**src/rtl/handshake_rr_arbiter.sv**
```systemverilog
// Four-way round-robin burst arbiter onto one valid/ready channel.
// A winner owns the channel until its last beat; a one-deep output stage gives full throughput.
module handshake_rr_arbiter #(
    parameter int DATA_W = 32,
    parameter int N      = 4
) (
    input  logic                clk,
    input  logic                rst,
    input  logic [N-1:0]        s_valid,
    input  logic [N*DATA_W-1:0] s_data,
    input  logic [N-1:0]        s_last,
    output logic [N-1:0]        s_ready,
    output logic                m_valid,
    output logic [DATA_W-1:0]   m_data,
    output logic                m_last,
    output logic [1:0]          m_id,
    input  logic                m_ready,
    output logic                busy,
    output logic [1:0]          grant_id
);

    localparam int ID_W = 2;

    typedef enum logic {
        IDLE = 1'b0,
        LOCK = 1'b1
    } state_t;

    state_t            state_reg, state_next;
    logic [ID_W-1:0]   ptr_reg, ptr_next;
    logic [ID_W-1:0]   grant_reg, grant_next;
    logic              m_valid_reg, m_valid_next;
    logic [DATA_W-1:0] m_data_reg, m_data_next;
    logic              m_last_reg, m_last_next;
    logic [ID_W-1:0]   m_id_reg, m_id_next;

    logic [DATA_W-1:0] lane_data [N];
    logic              win_found;
    logic [ID_W-1:0]   win_idx;
    logic              owner_ready;
    logic              xfer;

    generate
        for (genvar gi = 0; gi < N; gi++) begin : g_lane
            assign lane_data[gi] = s_data[gi*DATA_W +: DATA_W];
        end
    endgenerate

    // Descending scan so the candidate closest to ptr (smallest offset) wins.
    always_comb begin : rr_search
        logic [ID_W-1:0] cand;
        cand      = ptr_reg;
        win_found = 1'b0;
        win_idx   = ptr_reg;
        for (int k = N - 1; k >= 0; k--) begin
            cand = ptr_reg + ID_W'(k);
            if (s_valid[cand]) begin
                win_found = 1'b1;
                win_idx   = cand;
            end
        end
    end

    // The owner may push whenever the output stage is empty or draining this cycle.
    assign owner_ready = ~m_valid_reg | m_ready;
    assign xfer        = (state_reg == LOCK) & s_valid[grant_reg] & owner_ready;

    generate
        for (genvar gi = 0; gi < N; gi++) begin : g_ready
            assign s_ready[gi] = ~rst & (state_reg == LOCK)
                               & (grant_reg == ID_W'(gi)) & owner_ready;
        end
    endgenerate

    always_comb begin
        state_next = state_reg;
        ptr_next   = ptr_reg;
        grant_next = grant_reg;
        case (state_reg)
            IDLE: begin
                if (win_found) begin
                    grant_next = win_idx;
                    state_next = LOCK;
                end
            end
            LOCK: begin
                if (xfer && s_last[grant_reg]) begin
                    state_next = IDLE;
                    ptr_next   = grant_reg + ID_W'(1);
                end
            end
            default: state_next = IDLE;
        endcase
    end

    always_comb begin
        m_valid_next = m_valid_reg;
        m_data_next  = m_data_reg;
        m_last_next  = m_last_reg;
        m_id_next    = m_id_reg;
        if (xfer) begin
            m_valid_next = 1'b1;
            m_data_next  = lane_data[grant_reg];
            m_last_next  = s_last[grant_reg];
            m_id_next    = grant_reg;
        end else if (m_ready) begin
            m_valid_next = 1'b0;
        end
    end

    always_ff @(posedge clk) begin
        if (rst) begin
            state_reg   <= IDLE;
            ptr_reg     <= '0;
            grant_reg   <= '0;
            m_valid_reg <= 1'b0;
            m_data_reg  <= '0;
            m_last_reg  <= 1'b0;
            m_id_reg    <= '0;
        end else begin
            state_reg   <= state_next;
            ptr_reg     <= ptr_next;
            grant_reg   <= grant_next;
            m_valid_reg <= m_valid_next;
            m_data_reg  <= m_data_next;
            m_last_reg  <= m_last_next;
            m_id_reg    <= m_id_next;
        end
    end

    assign m_valid  = m_valid_reg;
    assign m_data   = m_data_reg;
    assign m_last   = m_last_reg;
    assign m_id     = m_id_reg;
    assign busy     = ~rst & (state_reg == LOCK);
    assign grant_id = grant_reg;

endmodule

```
**config.mk**
```make
export PLATFORM = sky130hd
export DESIGN_NAME = handshake_rr_arbiter
export DESIGN_NICKNAME = d
export VERILOG_FILES = /design/src/rtl/handshake_rr_arbiter.sv
export SDC_FILE = /design/constraint.sdc
export NUM_CORES = 1
export LEC_CHECK = 0
export BUFFER_PORTS_ARGS = -buffer_cell sky130_fd_sc_hd__buf_2
export CORE_MARGIN = 5
export CORE_UTILIZATION = 44
export DETAILED_ROUTE_END_ITERATION = 8
export PLACE_DENSITY = 0.95
export SYNTH_ARGS = -nofsm -noshare
export SYNTH_HDL_FRONTEND = slang
export SYNTH_SLANG_ARGS = --single-unit
```
**constraint.sdc**
```tcl
create_clock -name clk -period 3.15 [get_ports clk]
set_input_delay 0.315 -clock clk [delete_from_list [all_inputs] [get_ports clk]]
set_output_delay 0.315 -clock clk [all_outputs]
set_load 0.1 [all_outputs]
```
==> reports/results.env <==
REPORT.FINAL.SLEW_VIOL_COUNT=0
SYNTHFLOPTYPE='sky130_fd_sc_hd__dfxtp_1'
DRT-PASS1-ITER-COUNT=4
REPORT.POWER.TOTAL_uW=1620
LAYOUT_COMMONEST_CELL='sky130_fd_sc_hd__buf_2'
MOSTFREQUENTLAYOUTCELLS='181 x sky130_fd_sc_hd__buf_2, 72 x sky130_fd_sc_hd__nand2_1, 40 x sky130_fd_sc_hd__a21oi_1, 39 x sky130_fd_sc_hd__dfxtp_1, 34 x sky130_fd_sc_hd__mux4_2'
GRT_ANTENNA_BEFORE_REPAIR=0
SYNTH_XOR_XNOR_AREA_SHARE=0
SYNTH_SIMPLE_GATE_AREA_FRAC=0.155
REL_SLEW_SLACK=0.234
COREAREA_MM2=0.00551
DETAILED_PLACE_HPWL_UM=6220
DIE_HEIGHT_UM=85.1
CRITPATHKIND='flop to output port'
CAPTURING_ELEMENT_TYPE_OF_THE_CRITICAL_PATH='output port'
FINAL-SETUP-VIOL-COUNT=0
SYNTH_COMPOUND_GATE_AREA_SHARE=0.111
SYNTH_NETS=392
SYNTH-EDFF-COUNT=0
POST_SYNTH_NUM_CELL_TYPES=28
LARGEST_REGISTER_FF_COUNT=32
HTREEDEPTH=2
NETS=561
FIRST_GLOBAL_VIAS=2715
GRT_PASS1_WL_UM=12600
FMAXACHIEVABLE_MHz=428
CTS-BUFFERS-INSERTED=5
CTS_TREE='yes'
TIMING.CRITICAL_PATH.FANOUT_MAX=39
SYNTH_AREA_MM2=0.00248
PORT_BUFFERS=181
CRITICAL_PATH.STARTPOINT_TYPE='flop'
RUN_STATUS='finished, final reports clean'
NUM_ANTENNA_CELLS=0
WL_PER_CELL_UM=16.0
POWER_PER_CELL_AREA_mW_PER_MM2=467
GP_CONGESTION=0.845
MAIN_COMBINATIONAL_CELL_FAMILY_BY_AREA_AFTER_SYNTHESIS='multiplexers'
SYNTH_CELLS=249
FIN_WORST_HOLD_SLACK_NS=0.422
TIMING.FINAL.CRIT_PERIOD_NS=2.34
LEAKAGE_uW=0.00159
LAYOUT-AREA-OVERHEAD-VS-SYNTH_PCT=40.1
FINISH.CELL_COUNT_WITHOUT_FILLERS=491
SYNTH_LARGEST_AREA_CELL='sky130_fd_sc_hd__dfxtp_1'
CTS.CLK_SLEW.WORST_PATHS_NS=0.08
SYNTH_TOP_AREA_FRAC=0.331
ASYNCSETRESETFLOPFRACSYNTH=0
CLOCK-SKEW-FINAL_NS=0.00399
MAX-VDD-IR-DROP_uV=252
RSZ_0062_RAISED_AFTER_GLOBAL_ROUTING='false'
VIA_PER_INST=5.32
CTS-RESIZED-GATES=0
INITIAL_UTILIZATION=0.450
CLOCK-ROOT-BUFFER='sky130_fd_sc_hd__clkbuf_8'
DIE_W_UM=85.1
TOTAL_INSTANCE_COUNT_AFTER_DETAILED_PLACEMENT=483
WORST-SLEW-PIN-TRANSITION_NS=1.15
WIRELENGTH_UM=7840
CLOCK_PATH_BUFFERS=2
GLOBALROUTE.TOTALOVERFLOW=0
FINAL-HOLD-VIOLATION-COUNT=0
IO_PINS=182
VIAS=2613
LAYOUT_UTILIZATION=0.631
HOLD_CLASS='input pin to flop'
MIN_PERIOD_OVER_PERIOD=0.742
DIE_AREA_MM2=0.00723
SYNTHESIS.YOSYS.WARNINGS=0
GLOBAL_ROUTE.USAGE.TOTAL=0.213
CTS_POST_SETUP_BUFFERS_INSERTED=0
PROPORTION_OF_SYNTHESIZED_CHIP_AREA_IN_SEQUENTIAL_CELLS=0.331
NUMBER_OF_FLIP_FLOPS_AND_LATCHES_IN_THE_SYNTHESIZED_NETLIST=41
ROWS=27
DRC=0
YS_TOP_CELLS_BY_AREA='sky130_fd_sc_hd__dfxtp_1 33%, sky130_fd_sc_hd__mux4_2 31%, sky130_fd_sc_hd__nand2_1 11%'
SETUP_TNS_NS=0
DRV_CAP=0
DETAIL-ROUTE-ANTENNA-NETS=0
REQUIRED_NS=2.83
CLKSINKCOUNT=41
SYN-MEAN-INSTANCE-AREA_UM2=9.95
LAYOUT-DRIVE-GT1-SHARE=0.547
DR.FIRST_ITER.DRC_COUNT=85
CTS-HOLD-FIX-BUFFERS=0
SYNTH_ADDER_AREA_SHARE=0.0202
PIN_COUNT_OF_THE_BIGGEST_NET_ENTERING_GLOBAL_ROUTING=46
ARRIVAL_NS=2.02
INSERTION_DELAY_NS=0.28
YOSYS-MUX-AREA-FRACTION=0.322
==> critical path, cell delays in order, from the launching register on <==
cell	delay (ns)
sky130_fd_sc_hd__dfxtp_2	0.34
sky130_fd_sc_hd__buf_4	0.55
sky130_fd_sc_hd__inv_1	0.19
sky130_fd_sc_hd__ha_1	0.24
sky130_fd_sc_hd__and2_1	0.12
sky130_fd_sc_hd__buf_2	0.28
==> cells in the mapped netlist, types with 4 or more instances <==
master                     instances
sky130_fd_sc_hd__buf_2             7
sky130_fd_sc_hd__nor2_1            7
sky130_fd_sc_hd__buf_6             5
sky130_fd_sc_hd__ha_1              4
sky130_fd_sc_hd__mux4_2           34
sky130_fd_sc_hd__clkbuf_1          6
sky130_fd_sc_hd__and2_1            4
sky130_fd_sc_hd__inv_1             4
sky130_fd_sc_hd__a21oi_1          40
sky130_fd_sc_hd__nand2_1          72
sky130_fd_sc_hd__dfxtp_1          41
==> final timing paths <==
kind         slack, ns           to  cells past startpoint         from
max               0.81   s_ready[2]                      5  grant_id[0]
min               0.42  grant_id[0]                      3   s_valid[1]
max reg2reg       1.06   ptr_reg[1]                      5  grant_id[0]
min reg2reg       0.45      m_id[1]                      2      m_id[1]
==> area by class of cell <==
cell class,count,area (um^2)
fillers,477,2030
multi-input cells,183,1510
repair buffers,183,921
flip-flops and latches,41,823
well taps,72,90.1
clock buffers,7,86.3
clock inverters,1,30.0
inverters,4,15.0
==> kinds of logic (layout without fill, tap and decap cells) <==
kind of cell    count (synthesis)  count (layout)
buf+inv                        25             195
flops                          41              41
mux                            37              37
fa+ha+maj                       4               4
compound gates                 50              50
simple gates                   92              92
==> report_power, final <==
part	leakage, uW	internal, uW	switching [uW]	total, uW
logic	0.00120	200	415	615
clock network	0.0000585	258	172	430
registers	0.000335	554	21.3	575
total	0.00159	1010	609	1620
==> per-stage QoR <==
stage | instance area (um^2) | worst slack (ns)
finish | 3470 | 0.812
detailed placement | 3360 | 1.02
CTS | 3470 | 0.757
global placement | 3360 | 1.12
global route | 3470 | 0.621
floorplan | 2480 | 0.539
==> per-layer routing <==
layer	wire length, um	part of all wire	GRT usage
met4	136	0.017	0.0662
met2	4230	0.54	0.404
met1	2770	0.35	0.222
met5	0	0	0
met3	698	0.089	0.0670
Note: power is estimated with default switching activity, not from simulation.
